### src/rtl/debounce_pkg.sv
// debounce_pkg: shared channel state encoding and default timing constants
package debounce_pkg;
  typedef enum logic [1:0] {IDLE, PRESS_CHK, HELD, REL_CHK} ch_state_t;
  localparam int TICK_DIV_DEF = 3125000;
  localparam int STABLE_TICKS_DEF = 4;
endpackage

### src/rtl/debounce_scheduler_tick_gen.sv
// tick_gen: free-running sample tick, one clk wide every TICK_DIV enabled cycles
module tick_gen
  import debounce_pkg::*;
#(
  parameter int TICK_DIV = TICK_DIV_DEF
) (
  input  logic clk,
  input  logic reset,
  input  logic enable,
  output logic tick
);
  localparam logic [25:0] LAST = 26'(TICK_DIV - 1);
  logic [25:0] cnt;
  always_ff @(posedge clk or posedge reset)
    if (reset) cnt <= '0;
    else if (enable) cnt <= cnt == LAST ? '0 : cnt + 26'd1;
  assign tick = enable && cnt == LAST;
endmodule

### src/rtl/debounce_scheduler.sv
// debounce_scheduler: per-channel button debouncer sampled on a shared tick
module debounce_scheduler
  import debounce_pkg::*;
#(
  parameter int N_CH = 4,
  parameter int TICK_DIV = TICK_DIV_DEF,
  parameter int STABLE_TICKS = STABLE_TICKS_DEF
) (
  input  logic            clk,
  input  logic            reset,
  input  logic            enable,
  input  logic [N_CH-1:0] btn_in,
  output logic [N_CH-1:0] btn_level,
  output logic [N_CH-1:0] btn_press,
  output logic [N_CH-1:0] btn_release,
  output logic            tick_out
);
  localparam logic [2:0] ST = 3'(STABLE_TICKS);
  logic [N_CH-1:0] s1, sync, lvl_n, prs_n, rel_n;
  logic tick;
  always_ff @(posedge clk or posedge reset)
    if (reset) {s1, sync} <= '0;
    else {s1, sync} <= {btn_in, s1};
  tick_gen #(.TICK_DIV(TICK_DIV)) u_tick (
    .clk(clk),
    .reset(reset),
    .enable(enable),
    .tick(tick)
  );
  assign tick_out = tick;
  for (genvar i = 0; i < N_CH; i++) begin : g_ch
    ch_state_t st, st_n;
    logic [2:0] cnt, cnt_n;
    logic on, on_n;
    always_comb begin
      st_n = st;
      cnt_n = cnt;
      if (tick)
        case (st)
          IDLE:
            if (sync[i]) begin
              st_n = ST == 3'd1 ? HELD : PRESS_CHK;
              cnt_n = ST == 3'd1 ? 3'd0 : 3'd1;
            end
          PRESS_CHK:
            if (!sync[i]) begin
              st_n = IDLE;
              cnt_n = 3'd0;
            end else begin
              st_n = cnt + 3'd1 == ST ? HELD : PRESS_CHK;
              cnt_n = cnt + 3'd1 == ST ? 3'd0 : cnt + 3'd1;
            end
          HELD:
            if (!sync[i]) begin
              st_n = ST == 3'd1 ? IDLE : REL_CHK;
              cnt_n = ST == 3'd1 ? 3'd0 : 3'd1;
            end
          default:
            if (sync[i]) begin
              st_n = HELD;
              cnt_n = 3'd0;
            end else begin
              st_n = cnt + 3'd1 == ST ? IDLE : REL_CHK;
              cnt_n = cnt + 3'd1 == ST ? 3'd0 : cnt + 3'd1;
            end
        endcase
    end
    always_ff @(posedge clk or posedge reset)
      if (reset) begin
        st <= IDLE;
        cnt <= 3'd0;
      end else begin
        st <= st_n;
        cnt <= cnt_n;
      end
    assign on = st == HELD || st == REL_CHK;
    assign on_n = st_n == HELD || st_n == REL_CHK;
    assign lvl_n[i] = on_n;
    assign prs_n[i] = !on && st_n == HELD;
    assign rel_n[i] = on && st_n == IDLE;
  end
  always_ff @(posedge clk or posedge reset)
    if (reset) {btn_level, btn_press, btn_release} <= '0;
    else {btn_level, btn_press, btn_release} <= {lvl_n, prs_n, rel_n};
endmodule

### config.mk
export PLATFORM = sky130hd
export DESIGN_NAME = debounce_scheduler
export DESIGN_NICKNAME = d
export VERILOG_FILES = /design/src/rtl/debounce_pkg.sv /design/src/rtl/debounce_scheduler_tick_gen.sv /design/src/rtl/debounce_scheduler.sv
export SDC_FILE = /design/constraint.sdc
export NUM_CORES = 1
export LEC_CHECK = 0
export CORE_MARGIN = 1.5
export CORE_UTILIZATION = 61
export CTS_BUF_LIST = sky130_fd_sc_hd__clkbuf_4 sky130_fd_sc_hd__clkbuf_8
export DETAILED_ROUTE_END_ITERATION = 8
export PLACE_DENSITY = 0.82
export SLEW_MARGIN = 40
export SYNTH_ARGS = -nofsm -noshare
export SYNTH_HDL_FRONTEND = slang
export SYNTH_SLANG_ARGS = --single-unit
### constraint.sdc
create_clock -name clk -period 3 [get_ports clk]
set_input_delay 0.6 -clock clk [delete_from_list [all_inputs] [get_ports clk]]
set_output_delay 0.6 -clock clk [all_outputs]
set_load 0.02 [all_outputs]
# Yosys cells after proc, flatten, opt, wreduce, memory -nomap -nowiden
# Cells that the tools add are included.
[classes]
add_sub_neg = 5
eq_ne = 33
mux = 57
n_reduce_logical = 33
[ops]
columns = ["operator", "count"]
rows = [
  ["two-way mux 3 bit", 20],
  ["two-way mux 2 bit", 28],
  ["case mux 3 bit (3 select lines)", 4],
  ["equality test 2 bit (second input constant)", 16],
  ["adder 26 x 1 -> 26 bit (second input constant)", 1],
  ["equality test 26 x 22 -> 1 bit (second input constant)", 1],
  ["two-way mux 26 bit", 1],
  ["case mux 2 bit (3 select lines)", 4],
  ["zero test 2 bit", 8],
  ["!= test 2 bit (second input constant)", 8],
  ["adder 3 x 1 -> 3 bit (second input constant)", 4],
  ["equality test 3 bit (second input constant)", 4],
  ["AND reduction 3 bit", 4],
  ["logical AND 1 bit", 9],
  ["equality test 2 x 1 -> 1 bit (second input constant)", 4],
  ["logical OR 1 bit", 8],
  ["zero test 1 bit", 4],
]
[word_totals]
ff_bits = 66
input_bits = 7
output_inout_bits = 13
word_cells = 142

# Depth between registers and ports, before layout
# Gate-level depths: netlist of run 1.
[logic_depth]
ltp_word = 8
depth_mapped = 7
mapped_depth_nobuf = 6

# By module
# A second synthesis of run 1 with hierarchy kept.
[hier_totals]
cells_unflattened = 282
hier_area_um2 = 3170.5
[by_module_without_submodules]
columns = ["module", "n_inst", "cells_each", "area_each_um2", "seq_area_each_um2"]
rows = [
  ["debounce_scheduler", 1, 130, 1709.1, 1001.0],
  ["tick_gen", 1, 152, 1461.4, 650.6],
]

# Least setup slack after synthesis of run 1
# OpenSTA, ideal clock, no wires.
[synth_timing]
kind = "register to output"
from = "reg u_tick.cnt[14]"
to = "out tick_out"
t_arrival_ns = 1.781
required_time_ns = 2.400
slack_ns = 0.619
path_stages_with_launch = 6
path_buffers = 1
path_cell_list = "dfrtp_1 or4b_4 nor4_2 nand2_1 inv_2 buf_2"
[synth_via]
elab_chain_len = 2
[synth_lines]
columns = ["element", "line", "rtl"]
rows = [
  ["start, declared", "debounce_scheduler_tick_gen.sv:13", "logic [25:0] cnt;"],
  ["start signal, assigned", "debounce_scheduler_tick_gen.sv:16", "else if (enable) cnt <= cnt == LAST ? '0 : cnt + 26'd1;"],
  ["equality test 26 x 22 -> 1 bit", "debounce_scheduler_tick_gen.sv:17", "assign tick = enable && cnt == LAST;"],
  ["logical AND 1 bit", "debounce_scheduler_tick_gen.sv:17", ""],
  ["end, declared", "debounce_scheduler.sv:16", "output logic tick_out"],
]
# No other way between the ends.

# Final worst setup path of run 1
# Ends and elaborated chain as after synthesis.

==> impl_metrics.env, run 1 <==
export IMPL_finalSetupViolCount=0
export IMPL_tightestPinTransition_ns=0.537
export IMPL_async_reset_ff_frac=1.00
export IMPL_arrival_ns=1.93
export IMPL_period_share=0.844
export IMPL_syn_area_per_cell_um2=11.5
export IMPL_place_hpwl_um=4150
export IMPL_synth_edff_count=0
export IMPL_drc=0
export IMPL_grtUsageMet2=0.400
export IMPL_rsz0062_at_grt="false"
export IMPL_via_per_inst=6.08
export IMPL_synth_simple_area_share=0.222
export IMPL_grt_pass1_vias=2243
export IMPL_finalPower_mw=1.89
export IMPL_num_rows=25
export IMPL_synth_compound_area_frac=0.0996
export IMPL_ctsHtreeMaxLevel=3
export IMPL_cap_violations=0
export IMPL_chipWidth_um=74.6
export IMPL_path_class="reg -> out"
export IMPL_ys_types=42
export IMPL_nFillCells=349
export IMPL_hold_path_class="reg -> reg"
export IMPL_yosysWarnings=0
export IMPL_reg2reg_slack_ns=0.75
export IMPL_cts_tree="done"
export IMPL_use_met1=0.329
export IMPL_grt_max_degree=43
export IMPL_grt_busiest_layer="met2"
export IMPL_cp_top_family="simple AND/OR/NAND/NOR gates"
export IMPL_multi_input_area_mm2=0.00142
export IMPL_drtIter0Drc=151
export IMPL_start_util=0.649
export IMPL_cts_buffer_depth=2
export IMPL_rr_endpoint="g_ch[0].st[1]$_DFF_PP0_"
export IMPL_cts_clk_slew_worst_paths_ns=0.07
export IMPL_rr_worst_depth=4
export IMPL_crit_fanout=5
export IMPL_grt_pass1_wl_um=10400
export IMPL_relSlewSlack=0.641
export IMPL_firstDrtPassIters=4
export IMPL_holdPathEnd="sync[1]$_DFF_PP0_"
export IMPL_grtUsageTotal=0.254
export IMPL_antenna_found_initial=0
export IMPL_wl_per_cell_um=16.6
export IMPL_layout_nets=319
export IMPL_synth_seq_area_share=0.528
export IMPL_final_util=0.755
export IMPL_yosys_most_used_dff="dfrtp_1"
export IMPL_setup_tns_ns=0
export IMPL_cts_root_buf="clkbuf_8"
export IMPL_fmax_ghz=0.395
export IMPL_crit_slowest_cell="or4b_4"
export IMPL_synth_mux_area_frac=0.0320
export IMPL_p_per_area_mw_per_mm2=520
export IMPL_synth_cells=271
export IMPL_synth_area_top_cells="dfrtp_1 53%, xor2_1 3.9%, ha_1 3.6%"
export IMPL_worstHoldStart="s1[1]$_DFF_PP0_"
export IMPL_io_pins=20
export IMPL_leakage_nw=1.75
export IMPL_diodes=0
export IMPL_cts_buffers=9
export IMPL_seqCellArea_mm2=0.00165
export IMPL_postCtsSetupBuffers=0
export IMPL_place_congestion=0.919
export IMPL_fin_worst_skew_ns=0.0107
export IMPL_min_path_cells=0
export IMPL_reg2reg_from="u_tick.cnt[14]$_DFFE_PP0P_"
export IMPL_io_buffers=19
export IMPL_finalHoldViolations=0
export IMPL_synthAdderAreaFrac=0.0360
export IMPL_crit_chain="or4b_4 -> nor4_2 -> nand2_1 -> inv_2 -> dlymetal6s2s_1"
export IMPL_yosysTopAreaCellShare=0.528
export IMPL_use_met3=0.0897
export IMPL_synth_top_family_by_area="simple AND/OR/NAND/NOR gates"
export IMPL_cp_end_kind="primary output"
export IMPL_yosysTopAreaCell="dfrtp_1"
export IMPL_core_area_mm2=0.00482
export IMPL_syn_nets=287
export IMPL_maxSlewViolCount=0
export IMPL_dr_total_vias=2275
export IMPL_outcome="finished clean"
export IMPL_layout_drive_gt1_share=0.134
export IMPL_grt_overflow=0
export IMPL_ant_nets=0
export IMPL_ys_ff_latch=66
export IMPL_cp_start_kind="flop"
export IMPL_cp_num_buf_inv=2
export IMPL_synth_area_mm2=0.00313
export IMPL_yosys_area_share_xor_xnor=0.0644
export IMPL_crit_required_ns=2.40
export IMPL_routed_wl_um=6200
export IMPL_fp_dieH_um=74.6
export IMPL_slowest_delay_ns=0.54
export IMPL_area_growth_pct=16.3
export IMPL_clk_insertion_delay_late_ns=0.35
export IMPL_fp_dieArea_mm2=0.00557
export IMPL_post_route_min_period_ns=2.53
export IMPL_clock_sinks=66
export IMPL_vdd_ir_drop_max_mv=0.424
==> repair_timing <==
item / CTS / global route
setup endpoints to repair: 0 / 1
resized for setup: 0 / 1
hold buffers: 0 / 0
==> synth_stat cells (all sizes together), types with 6 or more instances <==
cell type	count
dfrtp	66
nand2	16
xor2	14
nand3	12
nand4	11
nor2	11
nor4	10
ha	9
xnor2	9
mux2	8
o211ai	8
o2bb2ai	8
inv	7
nor3	7
o21ai	7
a21oi	6
a31oi	6
and2b	6
and3b	6
o31ai	6
or4	6
==> per-stage QoR <==
step,area [um2],setup slack [ns],cells,hold slack [ns]
2_1_floorplan,3130,0.619,271,0.331
3_3_place_gp,3440,0.155,359,0.334
3_5_place_dp,3440,0.172,359,0.339
4_1_cts,3640,0.0623,374,0.356
5_1_grt,3640,0.368,374,0.368
6_report,3640,0.467,374,0.353
==> flip-flops by register name (all words and copies together) (netlist names) <==
signal / flops
g_ch.cnt: 12
btn_level: 4
btn_press: 4
g_ch.st: 8
btn_release: 4
u_tick.cnt: 26
s1: 4
sync: 4
==> worst reg2reg max path, stage by stage, from the launching register on <==
cell,delay [ns]
dfrtp_1,0.42
or4b_4,0.54
or4_4,0.55
nor3_4,0.26
mux2_1,0.36
==> cell usage in the layout (no fill, tap or decap), drive strengths merged, types with 2 or more instances in the layout <==
cell type and n:
dfrtp 66, clkdlybuf4s50 18, nand2 16, xor2 14
nand3 12, clkbuf 12, nand4 11, nor2 11
nor4 10, xnor2 9, ha 9, o211ai 8
o2bb2ai 8, mux2 8, buf 8, o21ai 7
inv 7, nor3 7, a21oi 6, o31ai 6
and2b 6, a31oi 6, and3b 6, or4 6
and4 4, nand3b 4, and3 4, and2 2
or3 2, a41oi 2, nor2b 2, clkinv 2
==> report_power, final <==
group | internal (mW) | total, mW | switching, mW
combinational | 0.0643 | 0.143 | 0.0791
sequential | 0.942 | 1.01 | 0.0706
clock | 0.418 | 0.735 | 0.317
==> metal layers <==
| layer | wire length, um | vias to the layer above |
|---|---|---|
| met5 | 0 | - |
| met4 | 84 | 0 |
| met3 | 335 | 7 |
| met2 | 3060 | 77 |
| met1 | 2720 | 1115 |
| li1 | - | 1076 |
==> worst max-delay path by stage <==
stage,from,end,slack [ns],depth (start not counted)
after CTS,u_tick.cnt[14]$_DFFE_PP0P_,tick_out,0.06,5
final,u_tick.cnt[14]$_DFFE_PP0P_,tick_out,0.47,5
after global placement,enable,tick_out,0.15,6
after detailed placement,enable,tick_out,0.17,6
after floorplan,u_tick.cnt[14]$_DFFE_PP0P_,tick_out,0.62,5
after global routing,u_tick.cnt[14]$_DFFE_PP0P_,tick_out,0.37,5
==> area by class of cell <==
class | instances | area share
clock buffer | 12 | 0.0420
sequential | 66 | 0.454
tap | 67 | 0.0230
clock inverter | 3 | 0.0110
multi-input combinational | 192 | 0.390
inverter | 7 | 0.00722
timing repair buffer | 27 | 0.0729
==> cells by family after synthesis <==
kind of cell,Yosys count
compound gates,45
xor+xnor,23
fa+ha+maj,9
buf+inv,13
flops,66
mux,9
simple gates,106
(Power assumes the default switching activity.)
==> inputs of run 2 (changes only) <==
Settings changed: CORE_UTILIZATION 61 to 55, PLACE_DENSITY 0.82 to 0.78.
Clock period 3 ns to 2.1 ns, I/O delays scaled along.
==> run 2 against run 1 <==
Via count increased by 3.5%. Cell count grew 12%. Setup slack got worse by 0.59 ns. Routed wire length is 3.8% higher. The run now ends with negative setup slack left. Cell area grew 9.4%. First-iteration DRC count is 5.3% higher. Worst hold slack got worse by 0.0031 ns. Critical path type is now reg -> reg.
==> impl_metrics.env, run 2 (synthesis results as in run 1) <==
export IMPL_cts_tree="done"
export IMPL_io_buffers=19
export IMPL_firstDrtPassIters=4
export IMPL_path_class="reg -> reg"
export IMPL_seqCellArea_mm2=0.00165
export IMPL_cp_top_family="simple AND/OR/NAND/NOR gates"
export IMPL_relSlewSlack=0.653
export IMPL_crit_fanout=4
export IMPL_multi_input_area_mm2=0.00148
export IMPL_fmax_ghz=0.449
export IMPL_place_hpwl_um=4280
export IMPL_crit_chain="or4b_4 -> or4_4 -> buf_6 -> nor3_4 -> mux2_1"
export IMPL_cp_end_kind="flop"
export IMPL_period_share=1.06
export IMPL_fin_ws_ns=-0.128
export IMPL_antenna_found_initial=0
export IMPL_fin_cells=419
export IMPL_chipWidth_um=78.4
export IMPL_dr_total_vias=2355
export IMPL_p_per_area_mw_per_mm2=681
export IMPL_area_growth_pct=27.3
export IMPL_crit_required_ns=2.32
export IMPL_core_area_mm2=0.00551
export IMPL_hold_path_class="reg -> reg"
export IMPL_slowest_delay_ns=0.56
export IMPL_top_register="u_tick.cnt"
export IMPL_cap_violations=0
export IMPL_drtIter0Drc=159
export IMPL_arrival_ns=2.45
export IMPL_grt_pass1_wl_um=11400
export IMPL_nFillCells=364
export IMPL_cp_start_kind="flop"
export IMPL_post_route_min_period_ns=2.23
export IMPL_grt_max_degree=67
export IMPL_grt_overflow=0
export IMPL_final_area_mm2=0.00398
export IMPL_layout_common_cells="66 x dfrtp_1, 43 x buf_4, 18 x clkdlybuf4s50_1"
export IMPL_rsz0062_at_grt="true"
export IMPL_num_rows=27
export IMPL_cts_buffer_depth=2
export IMPL_leakage_nw=1.93
export IMPL_tightestPinTransition_ns=0.518
export IMPL_fp_dieArea_mm2=0.00615
export IMPL_violations="negative setup slack"
export IMPL_grtUsageTotal=0.239
export IMPL_cp_num_buf_inv=1
export IMPL_largest_reg_flops=26
export IMPL_start_util=0.568
export IMPL_wl_per_cell_um=15.4
export IMPL_fp_dieH_um=78.4
export IMPL_placed_cell_area_mm2=0.00370
export IMPL_grt_pass1_vias=2476
export IMPL_outcome="complete, but fails checks"
export IMPL_layout_drive_gt1_share=0.265
export IMPL_layout_nets=358
export IMPL_ctsHtreeMaxLevel=3
export IMPL_diodes=0
export IMPL_crit_slowest_cell="or4b_4"
export IMPL_io_pins=20
export IMPL_via_per_inst=5.62
export IMPL_clk_insertion_delay_late_ns=0.34
export IMPL_routed_wl_um=6440
export IMPL_reg_top3="u_tick.cnt: 26 flops, g_ch.cnt: 12 flops, g_ch.st: 8 flops"
export IMPL_ant_nets=0
export IMPL_finalHoldViolations=0
export IMPL_vdd_ir_drop_max_mv=0.664
export IMPL_cts_buffers=9
export IMPL_clock_sinks=66
export IMPL_finalSetupViolCount=16
export IMPL_cts_clk_slew_worst_paths_ns=0.07
export IMPL_maxSlewViolCount=0
export IMPL_drc=0
export IMPL_placedCellCount=397
export IMPL_fin_worst_skew_ns=0.00978
export IMPL_place_congestion=0.850
export IMPL_final_common_cell="dfrtp_1"
export IMPL_cts_root_buf="clkbuf_8"
run 2: cell types whose count changed in the layout (fill, tap and decap cells not counted), sizes merged:
cell | before | now
buf | 8 | 48
clkinv | 2 | 4
bufinv | 1 | 0
clkbuf | 12 | 11
clkinvlp | 0 | 1
dlymetal6s2s | 1 | 0
run 2: area by class of cell:
type                    count  share of cell area
well taps                  72              0.0226
flip-flops and latches     66               0.415
inverters                   7             0.00660
multi-input cells         192               0.371
clock inverters             5             0.00786
clock buffers              11              0.0349
repair buffers             66               0.143
run 2: path summary, 6_finish.rpt:
check	start	endpoint	slack, ns	depth (start not counted)
setup / recovery	u_tick.cnt[14]$_DFFE_PP0P_	g_ch[0].st[1]$_DFF_PP0_	-0.13	5
setup reg to reg	u_tick.cnt[14]$_DFFE_PP0P_	g_ch[0].st[1]$_DFF_PP0_	-0.13	5
hold reg to reg	s1[3]$_DFF_PP0_	sync[3]$_DFF_PP0_	0.35	0
max in group asynchronous	reset	u_tick.cnt[13]$_DFFE_PP0P_	1.34	3
min in group asynchronous	reset	s1[1]$_DFF_PP0_	0.43	3
hold / removal	s1[3]$_DFF_PP0_	sync[3]$_DFF_PP0_	0.35	0
run 2: worst register-to-register path: stages (launching register included):
cell	delay [ns]
dfrtp_1	0.38
or4b_4	0.56
or4_4	0.50
buf_6	0.16
nor3_4	0.16
mux2_1	0.35
run 2: through the flow:
stage	setup TNS, ns	utilization	hold slack (ns)	power (mW)	setup slack, ns
after floorplan	-0.0631	-	0.331	1.60	-0.0521
after global placement	-3.78	0.672	0.333	1.79	-0.377
after detailed placement	-4.32	0.672	0.340	1.81	-0.385
after CTS	-0.991	0.718	0.355	2.73	-0.155
after global routing	-1.85	0.723	0.362	2.82	-0.167
final	-1.03	0.723	0.350	2.71	-0.128
run 2: layer usage:
layer,global-route usage,share of wire,up-vias,wire length [um]
met5,0,0,-,0
met2,0.397,0.50,44,3190
met4,0.111,0.012,0,76
li1,-,-,1147,-
met3,0.0430,0.042,9,272
met1,0.304,0.45,1155,2900
run 2: power by group:
part           internal [mW]  total [mW]  leakage [nW]  switching [mW]
Sequential              1.34        1.39         0.879          0.0424
Clock                  0.450       0.927        0.0899           0.477
Combinational          0.204       0.398         0.964           0.194
Total                   2.00        2.71          1.93           0.714
run 2: repair_timing:
item	in CTS	in global routing
pin swaps	5	1
buffers inserted	5	1
hold buffers	0	0
gates resized for setup	18	5
endpoints found under the setup margin	9	22
